[src/rtl/ex_muldiv.sv]
// Iterative 32-bit unsigned multiply (shift-add) / divide (restoring) unit for the EX stage.
// One iteration per cycle; results land in HI/LO on entry to DONE.
module ex_muldiv (
    input  logic        reloj,
    input  logic        resetEX,
    input  logic [31:0] A,
    input  logic [31:0] B,
    input  logic [4:0]  rd_i,
    input  logic [1:0]  op,
    input  logic        start,
    input  logic        flush,
    output logic [31:0] HI,
    output logic [31:0] LO,
    output logic [4:0]  rd_o,
    output logic        busy,
    output logic        done,
    output logic        stall
);

    typedef enum logic [1:0] {IDLE, BUSY, DONE} state_t;

    state_t      state, state_nxt;
    logic [31:0] a_q, b_q;
    logic        op_div_q;
    logic [4:0]  rd_q;
    logic [4:0]  cnt;
    logic [63:0] prod, prod_nxt;
    logic [32:0] sum;
    logic [31:0] rem, rem_nxt;
    logic [31:0] quo, quo_nxt;
    logic [32:0] shifted, diff;
    logic        op_ok, accept, div_zero;

    assign op_ok    = (op == 2'b01) || (op == 2'b10);
    assign accept   = (state == IDLE) && start && op_ok && !flush;
    assign div_zero = (op == 2'b10) && (B == '0);

    assign busy  = (state != IDLE);
    assign done  = (state == DONE);
    assign stall = busy || ((state == IDLE) && start && op_ok);

    // One multiply step and one divide step; only the one matching op_div_q is used.
    always_comb begin
        sum      = {1'b0, prod[63:32]} + {1'b0, a_q};
        prod_nxt = prod[0] ? {sum, prod[31:1]} : {1'b0, prod[63:1]};
        shifted  = {rem, quo[31]};
        diff     = shifted - {1'b0, b_q};
        if (!diff[32]) begin
            rem_nxt = diff[31:0];
            quo_nxt = {quo[30:0], 1'b1};
        end else begin
            rem_nxt = shifted[31:0];
            quo_nxt = {quo[30:0], 1'b0};
        end
    end

    always_comb begin
        state_nxt = state;
        if (flush) begin
            state_nxt = IDLE;
        end else begin
            case (state)
                IDLE:    if (accept) state_nxt = div_zero ? DONE : BUSY;
                BUSY:    if (cnt == 5'd31) state_nxt = DONE;
                DONE:    state_nxt = IDLE;
                default: state_nxt = IDLE;
            endcase
        end
    end

    always_ff @(posedge reloj) begin
        if (!resetEX) state <= IDLE;
        else          state <= state_nxt;
    end

    always_ff @(posedge reloj) begin
        if (!resetEX) begin
            cnt      <= '0;
            HI       <= '0;
            LO       <= '0;
            rd_o     <= '0;
            a_q      <= '0;
            b_q      <= '0;
            op_div_q <= 1'b0;
            rd_q     <= '0;
            prod     <= '0;
            rem      <= '0;
            quo      <= '0;
        end else if (flush) begin
            cnt <= '0;
        end else if (accept) begin
            a_q      <= A;
            b_q      <= B;
            op_div_q <= op[1];
            rd_q     <= rd_i;
            cnt      <= '0;
            prod     <= {32'd0, B};
            rem      <= '0;
            quo      <= A;
            if (div_zero) begin
                HI   <= A;
                LO   <= '1;
                rd_o <= rd_i;
            end
        end else if (state == BUSY) begin
            cnt  <= cnt + 5'd1;
            prod <= prod_nxt;
            rem  <= rem_nxt;
            quo  <= quo_nxt;
            if (cnt == 5'd31) begin
                HI   <= op_div_q ? rem_nxt : prod_nxt[63:32];
                LO   <= op_div_q ? quo_nxt : prod_nxt[31:0];
                rd_o <= rd_q;
            end
        end
    end

endmodule
[config.mk]
export PLATFORM = sky130hd
export DESIGN_NAME = ex_muldiv
export DESIGN_NICKNAME = d
export VERILOG_FILES = /design/src/rtl/ex_muldiv.sv
export SDC_FILE = /design/constraint.sdc
export NUM_CORES = 1
export LEC_CHECK = 0
export CORE_MARGIN = 8
export CORE_UTILIZATION = 60
export CTS_BUF_LIST = sky130_fd_sc_hd__clkbuf_8 sky130_fd_sc_hd__clkbuf_16
export DETAILED_ROUTE_END_ITERATION = 10
export DONT_BUFFER_PORTS = 1
export PLACE_DENSITY_LB_ADDON = 0.05
export SLEW_MARGIN = 20
export SYNTH_ARGS = -nofsm -noshare
export SYNTH_HDL_FRONTEND = slang
export SYNTH_SLANG_ARGS = --single-unit
[constraint.sdc]
create_clock -name reloj -period 9.8 [get_ports reloj]
set_input_delay 1.96 -clock reloj [delete_from_list [all_inputs] [get_ports reloj]]
set_output_delay 1.96 -clock reloj [all_outputs]
set_load 0.02 [all_outputs]
# [Word-level counts from Yosys, hierarchy flattened]
# Index checks and enable logic that the tools add are counted.
[totals] out_inout_bits=72 register_bits=274 wordCells=70
[classes] addsub=3 eq_ne=8 reduce_logical=18 n_bitwise=2 mux=27
[ops] op="2-to-1 mux 32 bit" n=15
[ops] op="2-to-1 mux 64 bit" n=3
[ops] op="adder 32 x 32 -> 33 bit" n=1
[ops] op="subtractor 33 x 32 -> 33 bit" n=1
[ops] op="logical NOT 32 bit" n=1
[ops] op="2-to-1 mux 5 bit" n=4
[ops] op="2-to-1 mux 2 bit" n=3
[ops] op="AND reduction 2 bit" n=3
[ops] op="nonzero test 2 bit" n=3
[ops] op="adder 5 x 1 -> 5 bit, second input constant" n=1
[ops] op="== test 5 bit, second input constant" n=1
[ops] op="== test 2 x 1 -> 1 bit, second input constant" n=2
[ops] op="== test 2 bit, second input constant" n=2
[ops] op="logical AND 1 bit" n=4
[ops] op="!= test 2 bit, second input constant" n=2
[ops] op="case mux 2 bit (2 select lines)" n=1
[ops] op="AND reduction 4 bit" n=1
[ops] op="OR reduction 3 bit" n=1
[ops] op="logical NOT 2 bit" n=1
[ops] op="logical OR 1 bit" n=2
[ops] op="!= test 2 x 1 -> 1 bit, second input constant" n=1
[ops] op="NOT 1 bit" n=2
[ops] op="OR reduction 2 bit" n=1
[ops] op="logical NOT 1 bit" n=1
[ops] op="2-to-1 mux 1 bit" n=1

# [Logic depth before layout (Yosys ltp)]
[depth] word_depth=6 ltp_mapped=16 mapped_depth_nobuf=13

# [Worst setup path after synthesis]
# OpenSTA, ideal clock, no wires.
[synth_timing] path_type="input-to-output" startpoint="in op[0]" endpoint="out stall" stages=4 path_slack_ps=5293 t_arrival_ps=2547 path_cell_list="inv_1 > ha_1 > nand2b_1 > nand2_1"
[synth_via] elab_chain_cells=4 word_cells_on_any_way=5 cone_classes="eq/ne: 2; reduce/logical: 3"
[synth_lines] element="start: declaration" line="9" source="input logic [1:0] op,"
[synth_lines] element="== test 2 x 1 -> 1 bit / == test 2 bit (equally long branches)" line="34" source="assign op_ok = (op == 2'b01) || (op == 2'b10);"
[synth_lines] element="logical OR 1 bit (*)" line="34"
[synth_lines] element="logical AND 1 bit (*)" line="40" source="assign stall = busy || ((state == IDLE) && start && op_ok);"
[synth_lines] element="logical OR 1 bit (*)" line="40"
[synth_lines] element="end: declaration" line="17" source="output logic stall"
# Every way passes the cells marked *; elsewhere a longest branch is shown, timed or not.

# [Worst setup path in the final report]
[layout_timing] startpoint="in op[0]" endpoint="reg prod[3]"
[layout_via] elab_chain_cells=6 word_cells_on_any_way=8 cone_classes="eq/ne: 2; mux: 1; reduce/logical: 5"
[layout_lines] element="== test 2 x 1 -> 1 bit / == test 2 bit (equally long branches)" line="34"
[layout_lines] element="logical OR 1 bit (*)" line="34"
[layout_lines] element="logical AND 1 bit (*) (2 in a row)" line="35" source="assign accept = (state == IDLE) && start && op_ok && !flush;"
[layout_lines] element="nonzero test 2 bit (no line)"
[layout_lines] element="AND reduction 2 bit (no line)"
[layout_lines] element="end signal: assignment" line="97" source="prod <= {32'd0, B};"
[layout_lines] element="end signal: assignment" line="107" source="prod <= prod_nxt;"
[layout_lines] element="end: declaration" line="27" source="logic [63:0] prod, prod_nxt;"
# Marked as above.
# A chain may end at the register's enable or synchronous reset.

==> summary.txt <==
Detailed routing
  • Antenna-violating nets left: 0
  • WL per Instance: 22.8 um
  • First-pass iteration count of the detailed router: 5
  • First-iteration detailed-routing DRC count: 1402
  • Vias: 13900
  • # DRC: 0
  • Vias per std cell: 6.49
  • Routed WL: 48900 um

Worst setup path
  • Reg2reg path depth: 13
  • Required time worst endpoint: 10.18 ns
  • CP endpoint kind: register
  • Worst reg2reg startpoint: quo[31]$_SDFFE_PN0P_
  • Worst Setup Path Type: input pin to register
  • Critical Path Max Stage Delay: 0.80 ns
  • WP buf/inv: 3
  • Stages on worst setup path: 10
  • Crit path to: prod[3]$_SDFFE_PN0P_
  • Critical path cell sequence: inv_1 -> ha_1 -> nand2b_1 -> or3_1 -> nor2_4 -> buf_4 -> nor2_4 -> buf_4 -> nand2_1 -> a31oi_1
  • R2R setup slack: 5.42 ns
  • CP max stage cell: buf_4
  • WP data arrival: 5.09 ns
  • Worst path top cell family by delay: simple AND/OR/NAND/NOR gates
  • R2r endpoint: HI[2]$_SDFFE_PN0P_
  • CP startpoint kind: input pin
  • Max FO, Critical Path: 72
  • Crit path from: op[0]

Yosys
  • Most used DFF post-synth: dfxtp_1
  • Seq/Total Area, Yosys: 37.0%
  • Ranking of synthesized cells by area: dfxtp_1, nand2_1, ha_1
  • Synthesis-stage register bit count: 274
  • Top cell type's share of synthesized area: 37.0%
  • Syn Nets: 2032
  • Area of the mapped netlist: 14800 um2
  • Synthesis Warnings: 0
  • Mean Syn Cell Area: 7.86 um2
  • Number of flops mapped to enable cells by yosys: 0
  • Ys async rst share: 0%
  • Post-synth top area cell: dfxtp_1
  • Syn Inst Count: 1888
  • Synth cell types: 76

Timing
  • Worst-margin pin slew: 1.07 ns
  • Setup TNS: 0 ns
  • Final Max Slew Viols: 0
  • RSZ-0062 raised after global routing: false
  • Period utilisation layout: 48.0%
  • Tmin final: 4.70 ns
  • Worst Clk Skew: 0.0146 ns
  • Hold slack: 0.456 ns
  • Worst relative slew slack: 28.4%
  • Final setup violating endpoints: 0
  • Final hold vios: 0
  • Fmax: 213 MHz

Place
  • Port bufs: 0
  • Placer Congestion: 0.950
  • Post-DP HPWL: 35300 um

Pwr
  • Clock share of power: 40.8%
  • Sequential share of power: 44.9%
  • Maximum vdd drop: 154 uV
  • Switching pwr: 0.000732 W
  • P_int: 0.00187 W
  • Power Density: 165 nW/um2
  • Switch share: 28.2%
  • LEAKAGE: 5.70 nW
  • Combinational share of power: 14.3%

Clock network
  • Cts repair resizes: 0
  • TritonCTS buffer count: 28
  • H-tree lvl count: 1
  • Sink Count: 274
  • Clock buffer depth: 3
  • Root Buffer: clkbuf_16
  • Reg clk slew, reported paths: 0.07 ns
  • Hold buffers post-CTS: 0
  • Setup Fix Bufs, Post-CTS: 0
  • CTS tree: built
  • Worst-Skew Late Latency: 0.55 ns

Global route
  • Grt ovf: 0
  • Gr usage total: 31.3%
  • Largest net degree at the start of global routing: 89
  • First-pass GRT wire length: 76600 um
  • Initial antenna violation count: 0
  • Vias in the first global route: 13300

Floorplanning
  • # rows: 57
  • Starting Density: 61.0%
  • Die ar.: 30000 um2
  • Die W: 173 um
  • I/O pin count: 147
  • Core box area: 24300 um2
  • Die Ht: 173 um

Layout
  • Filler cell count: 2236
  • Share of cells above drive strength 1: 4.72%
  • Area growth from synthesis to layout: 6.28%
  • Most common cell after layout, fill and taps aside: nand2_1
  • Most frequent cells in the layout: nand2_1, dfxtp_1, a21oi_1
  • Final #Nets: 1948
  • Inserted Diodes: 0

Job
  • Number of max-cap violations: 0

Outcome
  • Status: finished clean

Hold path
  • Min-delay worst type: register to register
## logic make-up after synthesis
group / count (synthesis) / share of synthesized area [%]
AO/OA/AOI/OAI: 563 / 24.2
XOR/XNOR: 53 / 3.13
adder cells (fa/ha/maj): 69 / 5.92
buffers and inverters: 177 / 4.73
flip-flops: 274 / 37.0
multiplexers: 75 / 5.12
AND/OR/NAND/NOR: 677 / 20.0
## state kept, by name (all words and copies together) (netlist names)
signal and count:
rd_o 5, HI 32, cnt 5, prod 64, rem 32, state 2
op_div_q 1, quo 32, a_q 32, rd_q 5, LO 32, b_q 32
## routing by layer
| layer | vias to the layer above | routed length, um | global-route usage [%] |
|---|---|---|---|
| met1 | 6613 | 20500 | 40.1 |
| met3 | 117 | 4510 | 7.95 |
| met2 | 605 | 21900 | 50.1 |
| met4 | 0 | 1940 | 11.7 |
| li1 | 6585 | - | - |
| met5 | - | 0 | 0 |
## cell usage after synthesis, types with 12 or more instances
cell      instances
o21ai_0         114
inv_1            51
mux2i_1          68
nor2_1          125
nand4_1          16
nor3_1           25
and2_1           26
o211ai_1         19
xnor2_1          37
a21oi_1         163
a21o_1           33
nor2b_1          12
nand2_1         375
a211oi_1         20
a31oi_1          91
a311oi_1         34
ha_1             67
xor2_1           16
nand3_1          38
dfxtp_1         274
clkbuf_1        107
## layout make-up
type                            count  area [um2]  share of cell area (%)
Multi-Input combinational cell   1437        8700                    55.1
Sequential cell                   274        5490                    34.8
Clock buffer                       35         808                    5.12
Tap cell                          324         405                    2.57
Inverter                           52         200                    1.27
Clock inverter                     12        90.1                   0.571
Timing Repair Buffer               11        82.6                   0.523
## power by group through the flow
stage | clock network [W] | registers, W | logic (W)
after floorplan | 0 | 0.00118 | 0.000289
after global placement | 0 | 0.00119 | 0.000363
after detailed placement | 0 | 0.00119 | 0.000365
after CTS | 0.00106 | 0.00117 | 0.000367
after global routing | 0.00111 | 0.00117 | 0.000403
final | 0.00106 | 0.00117 | 0.000372
## per-stage QoR
step                util [%]  instance area, um2  power (W)  instances  setup slack [ns]
finish                  64.9               15800    0.00260       2145              5.10
global route            64.9               15800    0.00268       2145              4.95
CTS                     64.9               15800    0.00260       2145              5.19
detailed placement      61.2               14900    0.00156       2098              4.62
global placement        61.2               14900    0.00155       2098              4.71
floorplan                  -               14800    0.00147       1888              5.29
## worst min-delay path by stage
stage                               from              endpoint  cells past startpoint
CTS                 b_q[28]$_SDFFE_PN0P_  b_q[28]$_SDFFE_PN0P_                      2
detailed placement  b_q[28]$_SDFFE_PN0P_  b_q[28]$_SDFFE_PN0P_                      2
finish               b_q[4]$_SDFFE_PN0P_   b_q[4]$_SDFFE_PN0P_                      2
global placement    b_q[29]$_SDFFE_PN0P_  b_q[29]$_SDFFE_PN0P_                      2
floorplan           b_q[10]$_SDFFE_PN0P_  b_q[10]$_SDFFE_PN0P_                      2
global route        b_q[21]$_SDFFE_PN0P_  b_q[21]$_SDFFE_PN0P_                      2
## worst min-delay path, delay by kind of cell (launching register included)
family           cells  cell delay [ns]
AO/OA/AOI/OAI        1             0.05
AND/OR/NAND/NOR      1             0.05
flip-flops           1             0.31
Power figures use the tool's default switching activity.
